$ cat config.mk
export PLATFORM = sky130hd
export DESIGN_NAME = adc_channel_averager
export DESIGN_NICKNAME = d
export VERILOG_FILES = /design/src/rtl/adc_channel_averager.sv
export SDC_FILE = /design/constraint.sdc
export NUM_CORES = 1
export LEC_CHECK = 0
export BUFFER_PORTS_ARGS = -buffer_cell sky130_fd_sc_hd__buf_4
export CORE_MARGIN = 8
export CORE_UTILIZATION = 32
export CTS_CLUSTER_DIAMETER = 120
export DETAILED_ROUTE_END_ITERATION = 6
export GPL_TIMING_DRIVEN = 1
export PLACE_DENSITY_LB_ADDON = 0.1
export SETUP_SLACK_MARGIN = 0.4
export SYNTH_ARGS = -nofsm -noshare
export SYNTH_HDL_FRONTEND = slang
export SYNTH_SLANG_ARGS = --single-unit
$ cat constraint.sdc
create_clock -name clk -period 8.45 [get_ports clk]
set_input_delay 1.69 -clock clk [delete_from_list [all_inputs] [get_ports clk]]
set_output_delay 1.69 -clock clk [all_outputs]
set_load 0.01 [all_outputs]
$ cat src/rtl/adc_channel_averager.sv
// adc_channel_averager: per-channel 2^LOG2_AVG sample averager feeding a FWFT result FIFO; define ADC_AVG_ROUND_EN for rounded, saturated averages
module adc_channel_averager #(
    parameter int LOG2_AVG   = 3,
    parameter int NUM_CH     = 8,
    parameter int FIFO_DEPTH = 4
) (
    input  logic        clk,
    input  logic        rst,
    input  logic        clr,
    input  logic        in_valid,
    input  logic [11:0] in_data,
    input  logic [2:0]  in_ch,
    output logic        out_valid,
    input  logic        out_ready,
    output logic [11:0] out_data,
    output logic [2:0]  out_ch,
    output logic        overflow
);
    localparam int AW = 12 + LOG2_AVG;
    localparam int CW = LOG2_AVG > 0 ? LOG2_AVG : 1;
    localparam int PW = $clog2(FIFO_DEPTH);
    localparam logic [CW-1:0] CMAX = CW'((1 << LOG2_AVG) - 1);
    localparam logic [3:0] NCH = 4'(NUM_CH);
    logic          s1_valid;
    logic [11:0]   s1_data;
    logic [2:0]    s1_ch;
    logic [AW-1:0] acc [NUM_CH];
    logic [CW-1:0] cnt [NUM_CH];
    logic [AW-1:0] sum;
    logic          last;
    logic [11:0]   res;
    logic          s2_push;
    logic [11:0]   s2_data;
    logic [2:0]    s2_ch;
    logic [11:0]   mem_d [FIFO_DEPTH];
    logic [2:0]    mem_c [FIFO_DEPTH];
    logic [PW:0]   wr_ptr, rd_ptr;
    logic          full, pop, push;
    assign sum  = acc[s1_ch] + AW'(s1_data);
    assign last = LOG2_AVG == 0 || cnt[s1_ch] == CMAX;
`ifdef ADC_AVG_ROUND_EN
    localparam logic [AW:0] HALF = (AW+1)'((1 << LOG2_AVG) >> 1);
    logic [12:0] r13;
    assign r13 = 13'(({1'b0, sum} + HALF) >> LOG2_AVG);
    assign res = r13[12] ? 12'hfff : r13[11:0];
`else
    assign res = 12'(sum >> LOG2_AVG);
`endif
    assign out_valid = wr_ptr != rd_ptr;
    assign full      = wr_ptr == {~rd_ptr[PW], rd_ptr[PW-1:0]};
    assign pop       = out_valid && out_ready;
    assign push      = s2_push && (!full || pop);
    assign out_data  = out_valid ? mem_d[rd_ptr[PW-1:0]] : 12'd0;
    assign out_ch    = out_valid ? mem_c[rd_ptr[PW-1:0]] : 3'd0;
    // clr shares the reset path so in-flight samples, partial sums and queued results all vanish together
    always_ff @(posedge clk) begin
        if (rst || clr) begin
            s1_valid <= 1'b0;
            s1_data  <= '0;
            s1_ch    <= '0;
            s2_push  <= 1'b0;
            s2_data  <= '0;
            s2_ch    <= '0;
            wr_ptr   <= '0;
            rd_ptr   <= '0;
            overflow <= 1'b0;
            for (int i = 0; i < NUM_CH; i++) begin
                acc[i] <= '0;
                cnt[i] <= '0;
            end
        end else begin
            s1_valid <= in_valid && {1'b0, in_ch} < NCH;
            if (in_valid && {1'b0, in_ch} < NCH) begin
                s1_data <= in_data;
                s1_ch   <= in_ch;
            end
            s2_push <= s1_valid && last;
            if (s1_valid) begin
                acc[s1_ch] <= last ? '0 : sum;
                cnt[s1_ch] <= last ? '0 : cnt[s1_ch] + CW'(1);
                s2_data    <= res;
                s2_ch      <= s1_ch;
            end
            if (push) begin
                mem_d[wr_ptr[PW-1:0]] <= s2_data;
                mem_c[wr_ptr[PW-1:0]] <= s2_ch;
                wr_ptr <= wr_ptr + (PW+1)'(1);
            end
            if (pop) rd_ptr <= rd_ptr + (PW+1)'(1);
            if (s2_push && full && !pop) overflow <= 1'b1;
        end
    end
endmodule

; After elaboration in Yosys (flattened, before gate mapping)
; Memory sizes are Yosys's and may differ from the RTL's. A register that Yosys moved wholly into a read port is not among the register bits.
; Cells that the tools add are included.
; Widths: inputs -> output; s select.
[word_totals]
register_bits = 39
mem_bits_rw = 204
in_bits = 20
out_inout_bits = 17
elab_cells = 58
memories = 4
[classes]
addsub = 4
n_eq_ne = 3
mux = 26
n_bitwise = 1
n_reduce_logical = 11
[memory_table]
columns = name, words, width, read_ports, rd_ports_with_merged_regs, write_ports, line_no
row1 = acc, 8, 15, 1, 1, 8, 27  ; logic [AW-1:0] acc [NUM_CH];
row2 = mem_d, 4, 12, 1, 1, 1, 35  ; logic [11:0] mem_d [FIFO_DEPTH];
row3 = cnt, 8, 3, 1, 1, 8, 28  ; logic [CW-1:0] cnt [NUM_CH];
row4 = mem_c, 4, 3, 1, 1, 1, 36  ; logic [2:0] mem_c [FIFO_DEPTH];
[ops]
columns = operator, n
row1 = $mux 15, 2
row2 = $mux 3, 9
row3 = $add 15x12->15, 1
row4 = $reduce_or 15->1, 1
row5 = $mux 12, 1
row6 = $mux 1, 10
row7 = $add 3x1->3 const B, 3
row8 = $mux 2, 4
row9 = $logic_and 1x1->1, 5
row10 = $eq 3x3->1, 1
row11 = $eq 3x3->1 const B, 1
row12 = $ne 3x3->1, 1
row13 = $reduce_or 3->1, 1
row14 = $logic_not 1->1, 2
row15 = $logic_or 1x1->1, 2
row16 = $not 1->1, 1

; Depth between registers and ports, before layout
; Gate-level depths: netlist of the first run.
[logic_depth]
depth_word = 8
mapped_depth = 15
mapped_depth_nobuf = 11

; Least setup slack after synthesis of the first run
; Ideal clock, no wire load.
[synth_timing]
kind = input-to-reg
startpoint = in clr
endpoint = mem mem_c[3][0] (enable)
setup_time_ns = 0.406
arrival_time_ns = 3.277
required_ns = 8.044
path_slack_ns = 4.767
cell_stages = 3
n_path_buf = 1
path_cell_list = or2_2 -> clkbuf_1 -> nor3_1
[synth_between]
elab_chain_cells = 3
[synth_rtl]
columns = element, line_no
row1 = start: declaration, 9  ; input logic clr,
row2 = $logic_or 1x1->1, 57  ; if (rst || clr) begin
row3 = $mux 1, 57
row4 = $mux 1 (implied by the code), 86  ; mem_c[wr_ptr[PW-1:0]] <= s2_ch;
row5 = end: declaration, 36
; Every way passes these cells.

==> results_dict.tcl, run 1 <==
set metrics [dict create \
    critPathKind "reg2reg" \
    ios 37 \
    port_buffers 36 \
    layout.nets 857 \
    peakVddDrop_mv 0.1587 \
    hold_path_class "reg2reg" \
    finalWorstSetupSlack_ns 4.125 \
    clock_latency_ns 0.54 \
    worst-r2r-cell-count 10 \
    yosys.area.top_type_share_pct 55.27 \
    synthTopCellsByArea "edfxtp_1, mux4_2, dfxtp_1" \
    numCtsBuffers 29 \
    grt_max_degree 41 \
    die_h_um 202.1 \
    rsz0062_at_grt "no" \
    gp_congestion 0.7853 \
    wl_per_cell_um 20.85 \
    finalSetupViolCount 0 \
    skew_ns 0.01472 \
    dr_wl_met3_um 1206 \
    yosysUniqueCellTypes 53 \
    diodes 0 \
    synth-seq-area-share_pct 63.21 \
    holdBufCountCts 0 \
    synth_commonest_cells "edfxtp_1, nor2_1, mux4_2" \
    slew_viol_final 0 \
    slew_headroom_pct 28.70 \
    leakage_nw 4.619 \
    period_needed_ns 4.325 \
    drt-vias-per-instance 4.885 \
    drc 0 \
    synth-seq-cells 248 \
    ant_nets 0 \
    post-synth-top-count-cell "edfxtp_1" \
    antenna_found_initial 0 \
    final_area_mm2 0.01272 \
    dieArea_mm2 0.04085 \
    worst_setup_path_end_kind "flip-flop" \
    avgSynthCellArea_um2 13.87 \
    met1_length_um 12330 \
    start_kind "flip-flop" \
    clkTransAtPathRegs_ns 0.06 \
    grt-ovfl-total 0 \
    tritoncts "yes" \
    cp.arrival_ns 4.56 \
    reg2reg_slack_ns 4.12 \
    grt_pass1_vias 6608 \
    drv_cap 0 \
    rows 68 \
    routed_wl_um 26980 \
    initial_utilization_pct 32.33 \
    cts.repair.resized 0 \
    top_layer_used "met4" \
    finalHoldViolCount 0 \
    die_w_um 202.1 \
    drive_above_1_share_pct 20.62 \
    core_mm2 0.03429 \
    finalSetupTns_ns 0 \
    syn_nets 839 \
    dp_hpwl_um 17780 \
    power_mw 2.802 \
    required_ns 8.69 \
    synth_area_mm2 0.01108 \
    postSynthCellCount 799 \
    r2r_end "acc[3][11]$_SDFFCE_PN0P_" \
    post_cts_buffers 0 \
    area_growth_pct 14.78 \
    endpoint "acc[3][11]$_SDFFCE_PN0P_" \
    worst-path-max-fanout 34 \
    worst_pin_slew_ns 1.065 \
    clk_path_buf_depth 3 \
    fillCellCount 3275 \
    cts.sinks 248 \
    synth_flop_cell "edfxtp_1" \
    root_buffer "clkbuf_16" \
    grt_util_all_layers_pct 13.13 \
    yosys_warnings 0 \
    grt_pass1_wl_um 41380 \
    postLayoutCoreUtil_pct 37.10 \
    synth_edf_count 204 \
    placed_area_mm2 0.01174 \
    htree_levels 1 \
    status "complete, no violations" \
    wl_met2_um 12790 \
    num_vias 6321 \
    yosysTopAreaCell "edfxtp_1" \
    drt_iter0_markers 414 \
    power_density_mw_per_mm2 220.3 \
    drt_pre_antenna_iters 5 \
    post-route-period-util_pct 51.19 \
    fmax_ghz 0.2312 \
    pre_cts_slack_ns 3.630 \
    async_flop_share_pct 0 \
]
cells in the final DEF (no fill, tap or decap), drive strengths merged, types with 10 or more instances in the layout:
master	n
nor3	14
edfxtp	204
or2	10
nor2	184
mux2	14
clkbuf	31
inv	18
nand2	28
dfxtp	44
ha	19
buf	42
mux2i	32
nand3	11
nor2b	20
mux4	51
o21ai	13
clkinv	13
critical path: stages, from the launching register on:
cell and delay [ns]:
dfxtp_2 0.38, buf_4 0.61, mux4_2 0.64, mux2_2 0.29
ha_1 0.35, nand2_1 0.10, nor3_2 0.35, o211ai_1 0.20
mux2i_1 0.16, nor2_1 0.76, nor3_1 0.12
report_power, final:
group | switching, mW | internal [mW] | total [mW]
registers | 0.0145 | 1.35 | 1.36
clock network | 0.496 | 0.784 | 1.28
logic | 0.105 | 0.0536 | 0.159
final cells by class:
cell class / count / area (µm²) / share of cell area (%)
flip-flops and latches: 248 / 7009 / 55.09
multi-input cells: 478 / 3779 / 29.70
clock buffers: 31 / 743.2 / 5.842
well taps: 455 / 569.3 / 4.475
repair buffers: 42 / 315.3 / 2.478
clock inverters: 22 / 239.0 / 1.878
inverters: 18 / 67.56 / 0.5311
logic make-up (layout without fill, tap and decap cells):
| logic type | Yosys count | after routing | share of synthesized area (%) |
|---|---|---|---|
| compound gates | 41 | 41 | 2.529 |
| xor+xnor | 16 | 16 | 1.535 |
| fa+ha+maj | 20 | 20 | 2.325 |
| buf+inv | 73 | 113 | 2.844 |
| flops | 248 | 248 | 63.21 |
| mux | 97 | 97 | 15.18 |
| simple gates | 304 | 304 | 12.37 |
metrics by stage:
stage | std cells | hold WS [ns]
finish | 1294 | 0.4712
CTS | 1294 | 0.4823
detailed placement | 1241 | 0.4664
global placement | 1241 | 0.4687
global route | 1294 | 0.5139
floorplan | 799 | 0.4548
worst min path at each step:
stage | start | endpoint | depth (start not counted)
2_1_floorplan | s2_data[9]$_SDFFE_PP0P_ | mem_d[0][9]$_DFFE_PP_ | 0
3_3_place_gp | overflow$_SDFFE_PP0P_ | overflow$_SDFFE_PP0P_ | 2
3_5_place_dp | overflow$_SDFFE_PP0P_ | overflow$_SDFFE_PP0P_ | 2
4_1_cts | overflow$_SDFFE_PP0P_ | overflow$_SDFFE_PP0P_ | 2
5_1_grt | overflow$_SDFFE_PP0P_ | overflow$_SDFFE_PP0P_ | 2
6_report | overflow$_SDFFE_PP0P_ | overflow$_SDFFE_PP0P_ | 2
layer usage:
| metal | up-vias | track usage [%] |
|---|---|---|
| li1 | 2948 | - |
| met1 | 3199 | 17.71 |
| met2 | 132 | 21.86 |
| met3 | 42 | 1.985 |
| met4 | 0 | 3.471 |
| met5 | - | 0 |
state kept, by name, indices dropped and copies added, names as in the netlist, named ones only:
| signal | flops |
|---|---|
| acc | 120 |
| mem_d | 48 |
| cnt | 24 |
| mem_c | 12 |
| s1_data | 12 |
| s2_data | 12 |
| rd_ptr | 3 |
| s1_ch | 3 |
| s2_ch | 3 |
| wr_ptr | 3 |
| overflow | 1 |
| s1_valid | 1 |
| s2_push | 1 |
Power figures use the tool's default switching activity.
==> run 2, diff against run 1 <==
ABC_AREA = 1   (was not set)
clock period = 3.5 ns   (was 8.45 ns; I/O delays follow)
==> results_dict.tcl, run 2 <==
set metrics [dict create \
    yosysTopAreaCell "edfxtp_1" \
    synth_area_mm2 0.01111 \
    initial_utilization_pct 32.32 \
    clkTransAtPathRegs_ns 0.06 \
    drt_pre_antenna_iters 5 \
    grt_pass1_vias 7823 \
    avgSynthCellArea_um2 9.911 \
    syn_nets 1161 \
    synth-seq-area-share_pct 63.06 \
    drt-vias-per-instance 4.850 \
    worst_setup_path_end_kind "flip-flop" \
    slew_viol_final 0 \
    diodes 0 \
    antenna_found_initial 0 \
    wl_per_cell_um 19.76 \
    fillCellCount 3470 \
    peakVddDrop_mv 0.3586 \
    finalHoldViolCount 0 \
    power_density_mw_per_mm2 503.7 \
    dp_cells 1600 \
    worst_pin_slew_ns 0.6443 \
    final_common_cell "nor2_1" \
    skew_ns 0.01437 \
    fmax_ghz 0.3335 \
    tritoncts "yes" \
    drive_above_1_share_pct 16.56 \
    required_ns 3.78 \
    clk_path_buf_depth 3 \
    numCtsBuffers 29 \
    cts.sinks 248 \
    finalWorstSetupSlack_ns 0.5019 \
    period_needed_ns 2.998 \
    hold_path_class "in2reg" \
    num_vias 8095 \
    final_area_mm2 0.01340 \
    leakage_nw 5.217 \
    drt_iter0_markers 557 \
    yosysUniqueCellTypes 40 \
    clock_latency_ns 0.55 \
    port_buffers 36 \
    post-synth-top-count-cell "nor2_1" \
    die_h_um 202.3 \
    area_growth_pct 20.61 \
    grt-ovfl-total 0 \
    ios 37 \
    top_layer_used "met4" \
    holdWs_ns 0.4138 \
    status "complete, no violations" \
    power_mw 6.750 \
    postLayoutCoreUtil_pct 38.99 \
    met1_length_um 14980 \
    layout.nets 1231 \
    async_flop_share_pct 0 \
    rsz0062_at_grt "yes" \
    slew_headroom_pct 56.95 \
    fin_cells 1669 \
    synth_edf_count 204 \
    synth_flop_cell "edfxtp_1" \
    die_w_um 202.3 \
    synthTopCellsByArea "edfxtp_1, nor2_1, dfxtp_1" \
    ant_nets 0 \
    cp.arrival_ns 3.28 \
    dieArea_mm2 0.04094 \
    synth-seq-cells 248 \
    wl_met2_um 15580 \
    largest_register_ff_count 120 \
    grt_pass1_wl_um 49370 \
    reg2reg_slack_ns 0.50 \
    grt_util_all_layers_pct 15.68 \
    routed_wl_um 32990 \
    pre_cts_slack_ns 0.2677 \
    yosys.area.top_type_share_pct 55.14 \
    gp_congestion 0.8207 \
    dr_wl_met3_um 1860 \
    post-route-period-util_pct 85.66 \
    holdBufCountCts 0 \
    finalSetupViolCount 0 \
    regMostFlops "acc" \
    htree_levels 1 \
    drv_cap 0 \
    root_buffer "clkbuf_16" \
    final_cell_mix "nor2_1, edfxtp_1, nand2_1" \
    placed_area_mm2 0.01204 \
    grt_max_degree 38 \
    core_mm2 0.03437 \
    finalSetupTns_ns 0 \
    worst-path-max-fanout 19 \
    synth_commonest_cells "nor2_1, edfxtp_1, nand2_1" \
    rows 68 \
    start_kind "flip-flop" \
    drc 0 \
    critPathKind "reg2reg" \
    postSynthCellCount 1121 \
    dp_hpwl_um 20760 \
    yosys_warnings 0 \
]
-- run 2: layout make-up --
| type | count | area [µm²] | area share (%) |
|---|---|---|---|
| clock buffers | 41 | 800.8 | 5.976 |
| clock inverters | 13 | 115.1 | 0.8590 |
| inverters | 70 | 294.0 | 2.194 |
| multi-input cells | 748 | 3711 | 27.69 |
| flip-flops and latches | 248 | 7012 | 52.32 |
| well taps | 455 | 569.3 | 4.248 |
| repair buffers | 94 | 898.4 | 6.704 |
-- run 2: what timing repair did --
item,in CTS,in global routing
hold endpoints to repair,0,0
setup endpoints to repair,71,103
gates resized for setup,11,34
pin swaps,1,7
gates cloned,2,3
buffers inserted,1,9
-- run 2: cell families (layout without fill, tap and decap cells) --
family	count (synthesis)	after routing	synth area share, %
AO/OA/AOI/OAI	174	174	8.829
flip-flops	248	248	63.06
adder cells (fa/ha/maj)	20	20	2.320
buffers and inverters	125	218	4.966
XOR/XNOR	6	6	0.4730
AND/OR/NAND/NOR	548	548	20.35
-- run 2: power breakdown --
| part | leakage (nW) | internal [mW] | total [mW] | switching, mW |
|---|---|---|---|---|
| combinational | 2.30 | 0.179 | 0.553 | 0.374 |
| clock | 0.454 | 1.73 | 2.91 | 1.18 |
| sequential | 2.47 | 3.26 | 3.29 | 0.0319 |
| total | 5.22 | 5.16 | 6.75 | 1.58 |
-- run 2: worst paths after layout --
kind	startpoint	endpoint	cells past startpoint
worst max register to register	flip-flop	acc[1][13]$_SDFFCE_PN0P_	14
worst min register to register	overflow$_SDFFE_PP0P_	overflow$_SDFFE_PP0P_	1
worst max-delay path	flip-flop	acc[1][13]$_SDFFCE_PN0P_	14
worst min-delay path	in_data[8]	s1_data[8]$_SDFFE_PP0P_	3
-- run 2: metal layers --
metal,track usage (%),up-vias
li1,-,3948
met4,3.678,0
met2,26.05,217
met1,21.24,3894
met5,0,-
met3,2.434,36
-- run 2: critical path, cell delays in order, from the launching register on --
cell and delay (ns):
dfxtp_4 0.45, bufbuf_16 0.33, nor2_1 0.06, o22ai_1 0.24
nor2_1 0.07, a31oi_1 0.17, ha_1 0.33, nand2_1 0.14
inv_1 0.05, a21oi_1 0.20, nand3_1 0.17, nand3_1 0.12
nand3_1 0.14, nand3_4 0.19, nor2_1 0.06
==> run 3, diff against run 2 <==
ABC_AREA = not set   (was 1)
MAX_ROUTING_LAYER = met4   (was not set)
==> results_dict.tcl, run 3 (same netlist as run 1, synthesis figures left out) <==
set metrics [dict create \
    met1_length_um 12230 \
    core_mm2 0.03429 \
    final_common_cell "edfxtp_1" \
    start_kind "flip-flop" \
    fmax_ghz 0.3077 \
    clk_path_buf_depth 3 \
    wl_per_cell_um 20.56 \
    finalHoldViolCount 0 \
    cp.arrival_ns 3.53 \
    grt_max_degree 34 \
    drc 0 \
    wl_met2_um 13700 \
    rows 68 \
    layout.nets 924 \
    post-route-period-util_pct 92.85 \
    clkTransAtPathRegs_ns 0.06 \
    grt_pass1_vias 7171 \
    leakage_nw 5.019 \
    top_layer_used "met4" \
    grt-ovfl-total 0 \
    power_mw 6.715 \
    dp_cells 1281 \
    grt_util_all_layers_pct 13.89 \
    area_growth_pct 24.46 \
    dp_hpwl_um 18610 \
    clock_latency_ns 0.54 \
    critPathKind "reg2reg" \
    drv_cap 0 \
    final_cell_mix "edfxtp_1, nor2_1, buf_4" \
    tritoncts "yes" \
    grt_pass1_wl_um 42950 \
    dieArea_mm2 0.04085 \
    required_ns 3.78 \
    diodes 0 \
    fin_cells 1361 \
    rsz0062_at_grt "yes" \
    holdBufCountCts 0 \
    slew_headroom_pct 48.85 \
    antenna_found_initial 0 \
    port_buffers 36 \
    status "complete, no violations" \
    num_vias 6736 \
    drt_pre_antenna_iters 4 \
    die_w_um 202.1 \
    regMostFlops "acc" \
    final_area_mm2 0.01380 \
    ant_nets 0 \
    slew_viol_final 0 \
    routed_wl_um 27980 \
    largest_register_ff_count 120 \
    period_needed_ns 3.250 \
    drt-vias-per-instance 4.949 \
    initial_utilization_pct 32.33 \
    worst_pin_slew_ns 0.7662 \
    drt_iter0_markers 381 \
    worst_setup_path_end_kind "flip-flop" \
    finalSetupViolCount 0 \
    placed_area_mm2 0.01213 \
    power_density_mw_per_mm2 486.7 \
    cts.sinks 248 \
    finalSetupTns_ns 0 \
    htree_levels 1 \
    ios 37 \
    peakVddDrop_mv 0.3506 \
    root_buffer "clkbuf_16" \
    drive_above_1_share_pct 32.45 \
    hold_path_class "in2reg" \
    dr_wl_met3_um 1288 \
    die_h_um 202.1 \
    gp_congestion 0.8523 \
    postLayoutCoreUtil_pct 40.24 \
    numCtsBuffers 28 \
    skew_ns 0.007872 \
    worst-path-max-fanout 8 \
]
-- run 3: cell count changes in the layout (fill, tap and decap cells not counted), moves of 18 or more --
cell / previous run / this run
nand3_1: 35 / 10
o21ai_0: 82 / 8
nand2_1: 157 / 26
nor2_1: 309 / 175
inv_1: 60 / 16
a21oi_1: 26 / 3
nor2b_1: 0 / 18
mux2i_1: 0 / 27
mux4_2: 0 / 46
-- run 3: critical path, stage by stage, from the launching register on --
cell and delay (ns):
dfxtp_4 0.46, buf_8 0.16, mux4_2 0.53, mux2_2 0.31, ha_4 0.33, a21o_1 0.12, a21oi_1 0.11, nor2b_2 0.19
a221oi_4 0.36, xor2_4 0.31, nor2_1 0.08
-- run 3: per-layer routing --
layer | up-vias | track usage [%]
met4 | 0 | 3.989
met5 | - | -
met1 | 3436 | 16.96
met3 | 50 | 2.514
li1 | 3097 | -
met2 | 153 | 23.39
-- run 3: final cells by class --
cell class              instances  area, µm²
clock buffers                  35      748.2
well taps                     455      569.3
flip-flops and latches        248       7014
inverters                      18      70.07
repair buffers                110      982.2
multi-input cells             478       4245
fillers                      3166      20490
clock inverters                17      166.4
-- run 3: final timing paths --
| path | from | to | slack (ns) | depth (start not counted) |
|---|---|---|---|---|
| worst max register to register | flip-flop | acc[2][13]$_SDFFCE_PN0P_ | 0.25 | 10 |
| worst max-delay path | flip-flop | acc[2][13]$_SDFFCE_PN0P_ | 0.25 | 10 |
| worst min-delay path | in_data[0] | s1_data[0]$_SDFFE_PP0P_ | 0.39 | 3 |
| worst min register to register | overflow$_SDFFE_PP0P_ | overflow$_SDFFE_PP0P_ | 0.48 | 2 |
-- run 3: metrics by stage --
stage / setup slack, ns / hold slack (ns)
2_1_floorplan: 0.3963 / 0.4548
3_3_place_gp: 0.07919 / 0.4618
3_5_place_dp: 0.06915 / 0.4696
4_1_cts: 0.2527 / 0.3692
5_1_grt: 0.1393 / 0.3857
6_report: 0.2502 / 0.3931
-- run 3: what timing repair did --
item / CTS / global route
pin swaps: 24 / 15
resized for setup: 67 / 35
setup endpoints to repair: 133 / 134
cloned: 3 / 0
setup buffers: 19 / 6
-- run 3: power breakdown --
group / total, mW / internal, mW / switching (mW)
Sequential: 3.29 / 3.25 / 0.0372
Combinational: 0.514 / 0.225 / 0.289
Clock: 2.91 / 1.73 / 1.18
Total: 6.71 / 5.21 / 1.51
